[src/rtl/gf_mult_seq.sv]
// ---------------------------------------------------------------------------
// gf_mult_seq
//   Sequential GF(2^WIDTH) multiplier for two arbitrary field elements.
//   The multiplier operand B is scanned MSB first. Each RUN cycle retires
//   DIGIT bits of B with Horner steps, so a product takes WIDTH/DIGIT cycles.
//   Both sides use a valid/ready handshake. A finished product is held in
//   DONE until the consumer takes it. A new pair may be accepted on the
//   same edge that the result is handed off.
//
// Parameters
//   WIDTH  field degree m; operands and result are WIDTH bits
//   POLY   reduction polynomial without the implicit x^WIDTH term
//   DIGIT  B bits consumed per RUN cycle; must divide WIDTH
//
// Ports
//   clk        in   1      rising-edge clock
//   rst_n      in   1      asynchronous active-low reset
//   in_valid   in   1      operand pair in_a/in_b valid
//   in_ready   out  1      block can accept an operand pair
//   in_a       in   WIDTH  multiplicand
//   in_b       in   WIDTH  multiplier (scanned MSB first)
//   out_valid  out  1      out_data holds a finished product
//   out_ready  in   1      consumer accepts out_data
//   out_data   out  WIDTH  product in_a*in_b mod (x^WIDTH + POLY)
//   busy       out  1      high while a product is being computed
// ---------------------------------------------------------------------------
module gf_mult_seq #(
    parameter int               WIDTH = 8,
    parameter logic [WIDTH-1:0] POLY  = 8'h1B,
    parameter int               DIGIT = 1
) (
    input  logic             clk,
    input  logic             rst_n,
    input  logic             in_valid,
    output logic             in_ready,
    input  logic [WIDTH-1:0] in_a,
    input  logic [WIDTH-1:0] in_b,
    output logic             out_valid,
    input  logic             out_ready,
    output logic [WIDTH-1:0] out_data,
    output logic             busy
);

    localparam int             STEPS = WIDTH / DIGIT;
    localparam int             CW    = (STEPS > 1) ? $clog2(STEPS) : 1;
    localparam logic [CW-1:0]  LAST  = CW'(STEPS - 1);

    generate
        if ((DIGIT < 1) || (WIDTH % DIGIT != 0)) begin : g_bad_digit
            $error("gf_mult_seq: DIGIT must divide WIDTH");
        end
    endgenerate

    typedef enum logic [1:0] {
        IDLE = 2'd0,
        RUN  = 2'd1,
        DONE = 2'd2
    } state_t;

    state_t           state;
    logic [WIDTH-1:0] a_q;
    logic [WIDTH-1:0] b_q;
    logic [WIDTH-1:0] acc_q;
    logic [CW-1:0]    count_q;

    logic [WIDTH-1:0] acc_n;
    logic [WIDTH-1:0] b_n;
    logic             accept;

    // Multiply by x, then reduce if the shifted-out bit was set.
    function automatic logic [WIDTH-1:0] xt(input logic [WIDTH-1:0] v);
        return (v << 1) ^ (v[WIDTH-1] ? POLY : '0);
    endfunction

    // The result can be handed off and a new pair taken on the same edge.
    // So in_ready depends on out_ready. It never depends on in_valid.
    assign in_ready = (state == IDLE) || ((state == DONE) && out_ready);
    assign accept   = in_valid && in_ready;

    // This block runs DIGIT Horner steps for the next RUN edge.
    always_comb begin
        // NOTE: every variable gets a default before the loop. Otherwise a
        // path that skips an assignment would infer a latch.
        acc_n = acc_q;
        b_n   = b_q;
        for (int i = 0; i < DIGIT; i++) begin
            acc_n = xt(acc_n) ^ (b_n[WIDTH-1] ? a_q : '0);
            b_n   = b_n << 1;
        end
    end

    // NOTE: sequential state uses non-blocking assignments only. Every
    // register then updates from the values it had before the edge.
    always_ff @(posedge clk or negedge rst_n) begin
        if (!rst_n) begin
            state     <= IDLE;
            a_q       <= '0;
            b_q       <= '0;
            acc_q     <= '0;
            count_q   <= '0;
            out_valid <= 1'b0;
            out_data  <= '0;
            busy      <= 1'b0;
        end else if (accept) begin
            // This covers a fresh start from IDLE and a back-to-back load
            // from DONE.
            a_q       <= in_a;
            b_q       <= in_b;
            acc_q     <= '0;
            count_q   <= '0;
            out_valid <= 1'b0;
            busy      <= 1'b1;
            state     <= RUN;
        end else begin
            case (state)
                RUN: begin
                    acc_q   <= acc_n;
                    b_q     <= b_n;
                    count_q <= count_q + CW'(1);
                    if (count_q == LAST) begin
                        out_data  <= acc_n;
                        out_valid <= 1'b1;
                        busy      <= 1'b0;
                        state     <= DONE;
                    end
                end
                DONE: begin
                    if (out_ready) begin
                        out_valid <= 1'b0;
                        state     <= IDLE;
                    end
                end
                default: ;
            endcase
        end
    end

endmodule

[config.mk]
export PLATFORM = sky130hd
export DESIGN_NAME = gf_mult_seq
export DESIGN_NICKNAME = d
export VERILOG_FILES = /design/src/rtl/gf_mult_seq.sv
export SDC_FILE = /design/constraint.sdc
export NUM_CORES = 1
export LEC_CHECK = 0
export CAP_MARGIN = 20
export CELL_PAD_IN_SITES_DETAIL_PLACEMENT = 0
export CELL_PAD_IN_SITES_GLOBAL_PLACEMENT = 2
export CORE_MARGIN = 5
export CORE_UTILIZATION = 35
export DETAILED_ROUTE_END_ITERATION = 10
export PLACE_DENSITY = 0.93
export SYNTH_ARGS = -nofsm -noshare
export SYNTH_HDL_FRONTEND = slang
export SYNTH_SLANG_ARGS = --single-unit
[constraint.sdc]
create_clock -name clk -period 2.4 [get_ports clk]
set_input_delay 0.48 -clock clk [delete_from_list [all_inputs] [get_ports clk]]
set_output_delay 0.48 -clock clk [all_outputs]
set_load 0.01 [all_outputs]
## Word-level counts from Yosys, hierarchy flattened

Cells that the tools add are included.

- Register bits: 39
- Bits of input ports: 20
- Output and inout bits: 11
- Word-level logic and storage cells: 46

- $add $sub $neg: 1
- Equal/unequal tests: 5
- Multiplexer cells: 19
- Bitwise operators: 3
- Reduce and logical (&&, ||, !) cells: 10

Operators with widths:

| operator | count |
|---|---|
| $mux W8 | 5 |
| $xor A8 B5 Y8 | 1 |
| $xor A8 B8 Y8 | 1 |
| $mux W1 | 6 |
| $mux W2 | 3 |
| $mux W3 | 2 |
| $ne A3 B3 Y1 const B | 2 |
| $reduce_and A3 Y1 | 2 |
| $mux W5 | 1 |
| $pmux W2 S2 | 1 |
| $reduce_bool A2 Y1 | 2 |
| $add A3 B1 Y3 const B | 1 |
| $eq A3 B3 Y1 const B | 1 |
| $reduce_bool A3 Y1 | 1 |
| $eq A2 B1 Y1 const B | 1 |
| $eq A2 B2 Y1 const B | 1 |
| $logic_and A1 B1 Y1 | 2 |
| $logic_not A2 Y1 | 1 |
| $pmux W1 S2 | 1 |
| $reduce_and A2 Y1 | 1 |
| $logic_or A1 B1 Y1 | 1 |
| $not A1 Y1 | 1 |

## Logic depth before layout (Yosys ltp)

- Depth in word-level cells: 6
- Gate-level depth with buffers: 6
- Depth with buffers taken out: 5

## Worst setup path before layout

No wires, ideal clock.

- Path kind: input-to-reg
- Start point: in out_ready
- End point: reg b_q[1]
- Setup time: 0.126 ns
- Arrival time: 1.359 ns
- Required time: 2.274 ns
- Setup slack: 0.915 ns
- Stages on the path: 5
- Path buffers: 2
- Cells stage by stage: nand2b_1 > and2_4 > buf_6 > buf_6 > a221o_1

- Word-level cells in the longest chain between the ends: 4
- Elaborated cells between the ends (all ways): 5
- Classes of those cells: mux (1); reduce/logical (4)

Ends and longest elaborated chain:

| item | line | RTL |
|---|---|---|
| start, declared | 39 | `input logic out_ready,` |
| $logic_and A1 B1 Y1 (*) | 77 | `assign in_ready = (state == IDLE) \|\| ((state == DONE) && out_ready);` |
| $logic_or A1 B1 Y1 (*) | 77 |  |
| $logic_and A1 B1 Y1 (*) | 78 | `assign accept = in_valid && in_ready;` |
| $mux W8 or $reduce_bool A2 Y1 (tied branches) | - |  |
| end signal, assigned | 108 | `b_q <= in_b;` |
| end signal, assigned | 118 | `b_q <= b_n;` |
| end, declared | 62 | `logic [WIDTH-1:0] b_q;` |

Every way passes the cells marked *; elsewhere a longest branch is shown, timed or not.
A chain may end at the register's enable or synchronous reset.

## Final worst setup path

- Start point: in out_ready
- End point: out in_ready

- Word-level cells in the longest chain between the ends: 2

Ends and longest elaborated chain:

| item | line | RTL |
|---|---|---|
| $logic_and A1 B1 Y1 | 77 |  |
| $logic_or A1 B1 Y1 | 77 |  |
| end, declared | 35 | `output logic in_ready,` |

Every way passes these cells.

==> metrics.md <==
| Metric | Value |
|---|---|
| Outcome | finished, final reports clean |
| Rel. slew slack | 43.8% |
| Critical Path Source Type | primary input |
| Port buffer count | 30 |
| Setup Buffers After CTS | 0 |
| RSZ-0062 raised after global routing | no |
| Hold Buf Count CTS | 0 |
| Nets | 196 |
| Die Span Y | 78.3 um |
| Top cells by count, synth | dfrtp_1 (38), nand2_1 (29), o21ai_0 (11), mux2_2 (9), o22ai_1 (8) |
| Fin crit share | 94.6% |
| Via density | 4.99 |
| Final wirelength | 3.13 mm |
| Reg2Reg Depth | 4 |
| Site row count | 24 |
| Worst vdd ir | 660 uV |
| Slowest CP cell | clkdlybuf4s50_1 |
| CTS tree | yes |
| Clock Latency Late Sink | 0.29 ns |
| Async set-reset flop share out of synthesis | 100% |
| Final Setup Violations | 0 |
| Mux share of post-synthesis cell area | 6.20% |
| GPL Wtd Cong | 0.754 |
| Most common cell in the netlist | dfrtp_1 |
| Hpwl dp | 2.26 mm |
| Antenna violations before repair | 0 |
| XOR/XNOR share of the synthesized area | 5.90% |
| RR Startpoint | state[0]$_DFFE_PN0P_ |
| Worst path bufs/invs | 2 |
| Max_cap viols | 0 |
| Synth Cell Area | 1630 um2 |
| DRT antenna net count | 0 |
| Initial Util | 36.8% |
| Synth unique cells | 22 |
| RR Endpoint | count_q[0]$_DFFE_PN0P_ |
| Mapped Cells | 144 |
| H-tree depth reported by CTS | 2 |
| Sequential area share after synthesis | 58.2% |
| Cell taking the most area after synthesis | dfrtp_1 |
| Reg2reg setup slack | 0.82 ns |
| Top delay family on crit path | buffers and inverters |
| CP max FO | 2 |
| #FFs+latches synth | 38 |
| PwrDens | 1400 nW/um2 |
| First-pass GRT wire length | 5.33 mm |
| Hold Violations, Final | 0 |
| Total die area | 6140 um2 |
| CP endpoint kind | primary output |
| Residual DRC | 0 |
| Clk_skew | 0.00495 ns |
| Synth warn | 0 |
| Power consumption | 2900 uW |
| Chip width | 78.3 um |
| Worst-Margin Slew | 0.844 ns |
| Clock buffer depth | 2 |
| Slew Limit Fails | 0 |
| Critical path class | primary input to primary output |
| Crit. Startpoint | out_ready |
| CP Capture Point | in_ready |
| Clk root buf | clkbuf_8 |
| CTS Sinks | 38 |
| Core ar. | 4440 um2 |
| Setup TNS | 0 ns |
| Net Count, Synth | 166 |
| Adder-cell share of the synthesized area | 1.53% |
| Drt first pass iters | 4 |
| Fmax | 0.440 GHz |
| GRT Total Usage | 10.9% |
| Number of cells on the critical path | 4 |
| Vias after detailed routing | 1127 |
| Top post-synthesis cells by area | dfrtp_1 (58%), nand2_1 (6.7%), mux2_2 (6.2%) |
| Largest net degree at the start of global routing | 39 |
| # IOs | 31 |
| Fin crit period | 2.27 ns |
| Arrival time worst endpoint | 1.79 ns |
| Drt initial violations | 68 |
| Critical Path RT | 1.92 ns |
| Post-synth top flop | dfrtp_1 |
| Most numerous cell on the critical path | clkdlybuf4s50_1 |
| Area Overhead vs Synth | 26.7% |
| Main combinational cell family by area after synthesis | simple AND/OR/NAND/NOR gates |
| CP Cell Sequence | clkdlybuf4s50_1, nand2b_1, nor2b_1, clkdlybuf4s50_1 |
| Diode count | 0 |
| Post-CTS sizing | 0 |
| Avg WL per Cell | 13.9 um |
| Top cell type's share of synthesized area | 58.2% |
| Clock transition at the registers of the reported paths | 0.07 ns |
| Lkg Pwr | 0.000889 uW |
| Slowest cell delay on critical path | 0.56 ns |
| CTS buffer count | 5 |
| Overflow after GRT | 0 |
| Post-synthesis compound-gate area fraction | 11.9% |
| HP Class | primary input to async pin |
| Share of cells above drive strength 1 | 11.5% |
| Fill cell count | 414 |
| Synth Area in Simple Gates | 13.1% |
| Number of synthesized flops with an enable pin | 0 |
| Vias in the first global route | 1159 |
| Synthesized area per cell | 11.3 um2 |
[worst min-delay path by stage]
| stage | slack [ns] | cells past startpoint | from | to |
|---|---|---|---|---|
| global placement | 0.46 | 2 | out_data[4]$_DFFE_PN0P_ | out_data[4]$_DFFE_PN0P_ |
| floorplan | 0.18 | 0 | rst_n | a_q[0]$_DFFE_PN0P_ |
| finish | 0.30 | 1 | rst_n | busy$_DFFE_PN0P_ |
| detailed placement | 0.47 | 2 | out_data[4]$_DFFE_PN0P_ | out_data[4]$_DFFE_PN0P_ |
| CTS | 0.32 | 1 | rst_n | out_data[4]$_DFFE_PN0P_ |
| global route | 0.38 | 1 | rst_n | busy$_DFFE_PN0P_ |
[final cells by class]
type	instances	area, um2	share of cell area [%]
clock buffers	6	82.6	3.99
clock inverters	1	30.0	1.45
multi-input cells	97	632	30.5
flip-flops and latches	38	951	45.9
well taps	52	65.1	3.14
repair buffers	32	310	15.0
[per-stage QoR]
| stage | utilization [%] | setup slack, ns | hold slack [ns] | instances | cell area [um2] |
|---|---|---|---|---|---|
| after floorplan | - | 0.915 | 0.184 | 144 | 1630 |
| after global placement | 44.1 | 0.172 | 0.463 | 219 | 1960 |
| after detailed placement | 44.1 | 0.121 | 0.475 | 219 | 1960 |
| after CTS | 46.6 | 0.111 | 0.322 | 226 | 2070 |
| after global routing | 46.6 | 0.0530 | 0.380 | 226 | 2070 |
| final | 46.6 | 0.129 | 0.297 | 226 | 2070 |
[where the power goes]
group / internal (uW) / switching [uW]
Combinational: 626 / 576
Sequential: 951 / 199
Clock: 333 / 220
[state kept, by name, indices dropped and copies added, names as in the netlist]
| name | flops |
|---|---|
| count_q | 3 |
| state | 2 |
| out_data | 8 |
| acc_q | 8 |
| a_q | 8 |
| busy | 1 |
| b_q | 8 |
[layer usage]
metal | global-route usage, % | up-vias | share of wire [%]
met2 | 18.2 | 30 | 49
li1 | - | 549 | -
met5 | 0 | - | 0
met1 | 13.1 | 541 | 43
met3 | 3.89 | 7 | 6.0
met4 | 3.67 | 0 | 1.6
[cells in the final DEF (no fill, tap or decap)]
cell type / instances
mux2_2: 9
nand2b_1: 1
a21o_1: 2
a21oi_1: 1
o21ai_0: 11
a221o_1: 7
o22ai_1: 8
buf_4: 2
and2_1: 7
nor2b_1: 3
ha_1: 2
nor2_1: 2
or2b_1: 1
clkdlybuf4s50_1: 29
nand3_1: 1
xnor2_1: 6
nand2_1: 29
clkbuf_8: 6
buf_2: 1
nand3b_1: 1
and2_4: 1
dfrtp_1: 38
bufinv_16: 1
xor2_1: 5
[cell families (layout without fill, tap and decap cells)]
logic type	Yosys count	count (layout)
AO/OA/AOI/OAI	29	29
XOR/XNOR	11	11
adder cells (fa/ha/maj)	2	2
buffers and inverters	9	39
flip-flops	38	38
multiplexers	9	9
AND/OR/NAND/NOR	46	46
Note: power is estimated with default switching activity, not from simulation.
